<file path="src/rtl/data_mem_be.sv">
// Single-port word memory with per-byte write enables, registered write-first read,
// and a reset-triggered sequencer that zeroes one word per cycle.
module data_mem_be #(
  parameter  int DATA_W = 32,
  parameter  int ADDR_W = 6,
  localparam int NBYTES = DATA_W / 8
) (
  input  logic              clk,
  input  logic              rst,
  input  logic              read_enable,
  input  logic              write_enable,
  input  logic [ADDR_W-1:0] a,
  input  logic [DATA_W-1:0] d,
  input  logic [NBYTES-1:0] be,
  output logic [DATA_W-1:0] q,
  output logic              q_valid,
  output logic              busy,
  output logic              req_err
);

  localparam int              DEPTH     = 1 << ADDR_W;
  localparam logic [ADDR_W-1:0] LAST_ADDR = ADDR_W'(DEPTH - 1);

  typedef enum logic {ST_CLEAR, ST_READY} state_t;

  state_t              state_q;
  logic [ADDR_W-1:0]   clr_ptr_q;
  logic [DATA_W-1:0]   q_q;
  logic                q_valid_q;
  logic                busy_q;
  logic                req_err_q;

  logic [DATA_W-1:0]   mem [DEPTH];
  logic [DATA_W-1:0]   mem_rd;
  logic [NBYTES-1:0]   wr_lanes;
  logic [DATA_W-1:0]   merged_d;

  function automatic logic [DATA_W-1:0] merge_bytes(
    input logic [DATA_W-1:0] old_w,
    input logic [DATA_W-1:0] new_w,
    input logic [NBYTES-1:0] lane_en
  );
    logic [DATA_W-1:0] res;
    res = old_w;
    for (int i = 0; i < NBYTES; i++) begin
      if (lane_en[i]) res[8*i +: 8] = new_w[8*i +: 8];
    end
    return res;
  endfunction

  // The merged word serves both the array update and the write-first read return.
  always_comb begin
    mem_rd   = mem[a];
    wr_lanes = write_enable ? be : '0;
    merged_d = merge_bytes(mem_rd, d, wr_lanes);
  end

  // Array storage: no reset, cleared word by word by the sequencer instead.
  always_ff @(posedge clk) begin
    if (!rst) begin
      if (state_q == ST_CLEAR) begin
        mem[clr_ptr_q] <= '0;
      end else if (write_enable) begin
        mem[a] <= merged_d;
      end
    end
  end

  always_ff @(posedge clk) begin
    if (rst) begin
      state_q   <= ST_CLEAR;
      clr_ptr_q <= '0;
      busy_q    <= 1'b1;
      q_q       <= '0;
      q_valid_q <= 1'b0;
      req_err_q <= 1'b0;
    end else begin
      case (state_q)
        ST_CLEAR: begin
          q_q       <= '0;
          q_valid_q <= 1'b0;
          req_err_q <= read_enable | write_enable;
          clr_ptr_q <= clr_ptr_q + ADDR_W'(1);
          if (clr_ptr_q == LAST_ADDR) begin
            state_q <= ST_READY;
            busy_q  <= 1'b0;
          end
        end
        default: begin
          busy_q    <= 1'b0;
          req_err_q <= 1'b0;
          q_valid_q <= read_enable;
          q_q       <= read_enable ? merged_d : '0;
        end
      endcase
    end
  end

  assign q       = q_q;
  assign q_valid = q_valid_q;
  assign busy    = busy_q;
  assign req_err = req_err_q;

endmodule

</file>
<file path="config.mk">
export PLATFORM = sky130hd
export DESIGN_NAME = data_mem_be
export DESIGN_NICKNAME = d
export VERILOG_FILES = /design/src/rtl/data_mem_be.sv
export SDC_FILE = /design/constraint.sdc
export NUM_CORES = 2
export LEC_CHECK = 0
export ABC_AREA = 1
export BUFFER_PORTS_ARGS = -buffer_cell sky130_fd_sc_hd__buf_4
export CORE_AREA = 2 2 393 395
export DETAILED_ROUTE_END_ITERATION = 16
export DIE_AREA = 0 0 395 397
export PLACE_DENSITY = 0.78
export SYNTH_ARGS = -nofsm -noshare
export SYNTH_HDL_FRONTEND = slang
export SYNTH_SLANG_ARGS = --single-unit
</file>
<file path="constraint.sdc">
create_clock -name clk -period 5.15 [get_ports clk]
set_input_delay 0.7725 -clock clk [delete_from_list [all_inputs] [get_ports clk]]
set_output_delay 0.7725 -clock clk [all_outputs]
set_load 0.05 [all_outputs]
</file>
# Word-level counts from Yosys, hierarchy flattened
# Memory sizes are Yosys's and may differ from the RTL's.
# Index checks and enable logic that the tools add are counted.
# op_classes
bitwise_logic,3
addsub,1
mux,19
reduce_logical,5
eq_ne,1
# ops
operator,n
32-bit 2-to-1 mux,1
8-bit 2-to-1 mux,4
32-bit OR reduction,1
1-bit 2-to-1 mux,12
"6-bit by 1-bit adder with 6-bit output, second input constant",1
"6-bit == test, second input constant",1
6-bit 2-to-1 mux,1
4-bit 2-to-1 mux,1
2-bit OR reduction,2
3-bit OR reduction,1
1-bit NOT,2
2-bit nonzero test,1
1-bit bitwise OR,1
# word_totals
n_memories,1
ram_bits,2048
inputBits,46
regBits,42
out_inout_bits,35
# memory_table
memory,depth,word_bits,read_ports,rd_ports_with_merged_regs,wr,line,source
mem,64,32,1,0,1,33,logic [DATA_W-1:0] mem [DEPTH];

# Logic depth before layout (Yosys ltp)
# logic_depth
word_depth,6
depth_mapped,14

# Worst setup path after synthesis
# OpenSTA, ideal clock, no wires.
# synth_path
kind,in2reg
from,input write_enable
to,"memory mem[48][0], enable pin"
setup_ps,502
arrival_time_ps,4762
t_required_ps,4648
path_buffers,2
setup_slack_ps,-113
path_stages,7
path_cell_list,buf_2 -> nand3_4 -> buf_2 -> o21ai_2 -> nor2_1 -> nand3_1 -> nor4_1
# synth_between
elab_chain_len,6
word_cells_on_any_way,7
cone_classes,mux (6); reduce/logical (1)
# synth_lines
item,line,source
"start, declared",11,"input logic write_enable,"
1-bit 2-to-1 mux (*),63,end else if (write_enable) begin
1-bit 2-to-1 mux (*),61,if (state_q == ST_CLEAR) begin
1-bit 2-to-1 mux (*),60,if (!rst) begin
1-bit 2-to-1 mux (implied by the code) (*),64,mem[a] <= merged_d;
32-bit OR reduction (no source line),--,
6-bit 2-to-1 mux (no source line) / 1-bit 2-to-1 mux (equally long branches),--,
"end, declared",33,
# Mark *: on every way between the ends. The rest lies on a longest branch, timed or not.

# Final worst setup path
# layout_path
from,input a[0]
to,"memory mem[31][2], data pin"
# layout_between
elab_chain_len,3
# layout_lines
item,line,source
"start, declared",12,"input logic [ADDR_W-1:0] a,"
memory 64 x 32 bit,--,
8-bit 2-to-1 mux,46,if (lane_en[i]) res[8*i +: 8] = new_w[8*i +: 8];
32-bit 2-to-1 mux (no source line),--,
# No other way between the ends.

==> results.ini <==
[power]
powerDensity_mw_per_mm2=364
ir_worst_vdd_v=0.000484
p_leak_uw=0.0349

[critical_path]
cpPeakStageDelay_ps=800
critical_path_buf_inv_count=5
r2r-start=state_q
end_kind=flip-flop
reg2reg_depth=8
crit_fanout=121
crit_chain=buf_8 -> inv_16 -> buf_12 -> buf_4 -> nand2_1 -> nand3_1 -> nand3_1 -> nand3_1 -> nand3_1 -> nand3_1 -> nand3_1 -> a21oi_4 -> buf_12
crit_cells=13
crit_type=input pin to flip-flop
cp.required_ps=5820
startpoint=a[0]
crit_top_cell=nand3_1
cp_data_arrival_time_ps=4420
r2r_end=mem[56][29]
reg2reg_slack_ps=1510
critPathLaunchType=input pin
path_delay_family=buffers and inverters
crit_end=mem[31][2]
cp_slowest_cell=a21oi_4

[clocking]
h-tree-depth=4
post-cts-setup-buffers=0
numCtsBuffers=197
clkTransAtPathRegs_ps=60
cts_resized=0
ctsHoldBuffers=0
cts_tree=done
clock_latency_ps=850
cts.sinks=2090
clockRootBuffer=clkbuf_16
clock_path_buffers=3

[grt]
grt_pass1_vias=55700
grt_pass1_wl_um=356000
antenna_found_initial=6
grt_usage=0.308
grt_overflow=0
grt_max_degree=160

[placement]
io_buffer_count=80
hpwl_um=130000
place_inst=8827
placed_area_mm2=0.0879
gp_congestion=0.857

[detailed_routing]
drt_iter0_markers=9769
drt_wl_total_um=244000
viasPerCell=6.34
ant_nets=0
drcViolationCount=0
vias=58300
dr.pass1.iters=6
routedWlPerCell_um=26.6

[timing]
finClkSkew_ps=58.5
tightestPinTransition_ps=1330
fin_crit_sh=0.727
rsz0062_at_grt=false
period_minus_slack_ps=3740
timing_hold_violations_final=0
setup_viol=0
finalSetupTns_ps=0
final_max_slew_viol_count=0
fmax_mhz=267
max-slew-margin-rel=0.112

[final_layout]
final_nets=7029
fin_util=0.616
multi_input_area_mm2=0.0197
area_delta_synth_final_pct=12.6
regArea_mm2=0.0623
n_fill_cell=10900
stdcell_area_mm2=0.0942
final_cells=9188
drive_gt1_frac=0.100

[yosys]
syn_inst=6899
yosysSeqAreaShare=0.745
synthTopCellsByArea=edfxtp_1 74%, nand3_1 12%, nand2_1 9.7%
syn_area_mm2=0.0836
syn_nets=6946
avgSynthCellArea_um2=12.1
ys_warn_count=0
yosysTopAreaCellShare=0.735
yosysUniqueCellTypes=24
ys_ff_latch=2090
synth_top_area_cell=edfxtp_1

[die]
fp.dieW_um=395
die_h_um=397
core_area_mm2=0.153
ioPinCount=81
dieArea_mm2=0.157
start_util=0.547
fp-row-count=144

[flow_run]
max_cap_viol_count=0

[worst_hold_path]
hold_class=input pin to flip-flop

[status]
status=finished, final reports clean

[flip-flops by register name, summed over array words and instances, names as in the netlist]
signal and flops:
req_err 1, busy 1, state_q 1, q_valid 1, mem 2048, clr_ptr_q 6
q 32
[cells in the mapped netlist]
cell type and n:
o21ai_2 3, clkbuf_1 90, inv_1 19, a21oi_1 60, nand3_4 1, nand4_1 6
o21ai_1 2, nor3_1 7, nor4_1 7, edfxtp_1 2048, buf_2 257, buf_4 38
dfxtp_1 42, buf_6 15, inv_4 2, ha_1 1, buf_1 56, or2_2 4
nand2_1 2168, o21ai_0 3, nand3_1 1991, a31oi_1 2, inv_2 4, nor2_1 73
[where the power goes]
part / internal (uW) / switching, uW
Sequential: 18400 / 12.7
Combinational: 449 / 1250
Clock: 7920 / 6230
Total: 26800 / 7490
[layout by cell type (no fill, tap or decap), types with 14 or more instances in the layout]
cell and instances:
clkbuf_1 53, bufinv_16 14, a21oi_4 28, inv_1 17, edfxtp_1 2048, a21oi_1 32
dfxtp_1 42, clkinv_1 41, clkinv_2 30, nand3_1 1991, buf_12 48, clkbuf_16 200
nor2_4 60, nand2_1 2168, buf_4 288
[cell families (layout without fill, tap and decap cells)]
logic type               count (synthesis)  after routing  share of synthesized area
AND/OR/NAND/NOR                       4257           4257                      0.222
AO/OA/AOI/OAI                           70             70                    0.00435
flip-flops                            2090           2090                      0.745
adder cells (fa/ha/maj)                  1              1                   0.000150
other                                    0              2                          0
buffers and inverters                  481            724                     0.0285
[per-stage QoR]
step                      setup WS [ps]  hold WS (ps)  total power [uW]
after floorplan                    -113           459             19800
after global placement              767           434             20400
after detailed placement            698           458             20400
after CTS                          1570           110             34300
after global routing               1290           139             35100
final                              1410           142             34300
[metal layers]
metal | part of all wire | vias up | global-route usage
li1 | - | 24800 | -
met1 | 0.34 | 27800 | 0.413
met2 | 0.45 | 4825 | 0.468
met3 | 0.16 | 857 | 0.0831
met4 | 0.056 | 2 | 0.154
met5 | 0.000029 | - | 0
[area by class of cell]
| cell class | instances | area share |
|---|---|---|
| flip-flops and latches | 2090 | 0.662 |
| clock inverters | 101 | 0.0104 |
| repair buffers | 340 | 0.0337 |
| inverters | 25 | 0.00151 |
| clock buffers | 258 | 0.0560 |
| well taps | 2044 | 0.0271 |
| multi-input cells | 4328 | 0.209 |
| diodes | 2 | 0.0000531 |
[worst min-delay path by stage]
stage | from | end | slack [ps] | cells past startpoint
after floorplan | clr_ptr_q[5] | clr_ptr_q[5] | 460 | 2
after global placement | busy | busy | 430 | 2
after detailed placement | busy | busy | 460 | 2
after CTS | rst | clr_ptr_q[1] | 110 | 2
after global routing | rst | state_q | 140 | 2
final | rst | clr_ptr_q[1] | 140 | 2
(Power assumes the default switching activity.)
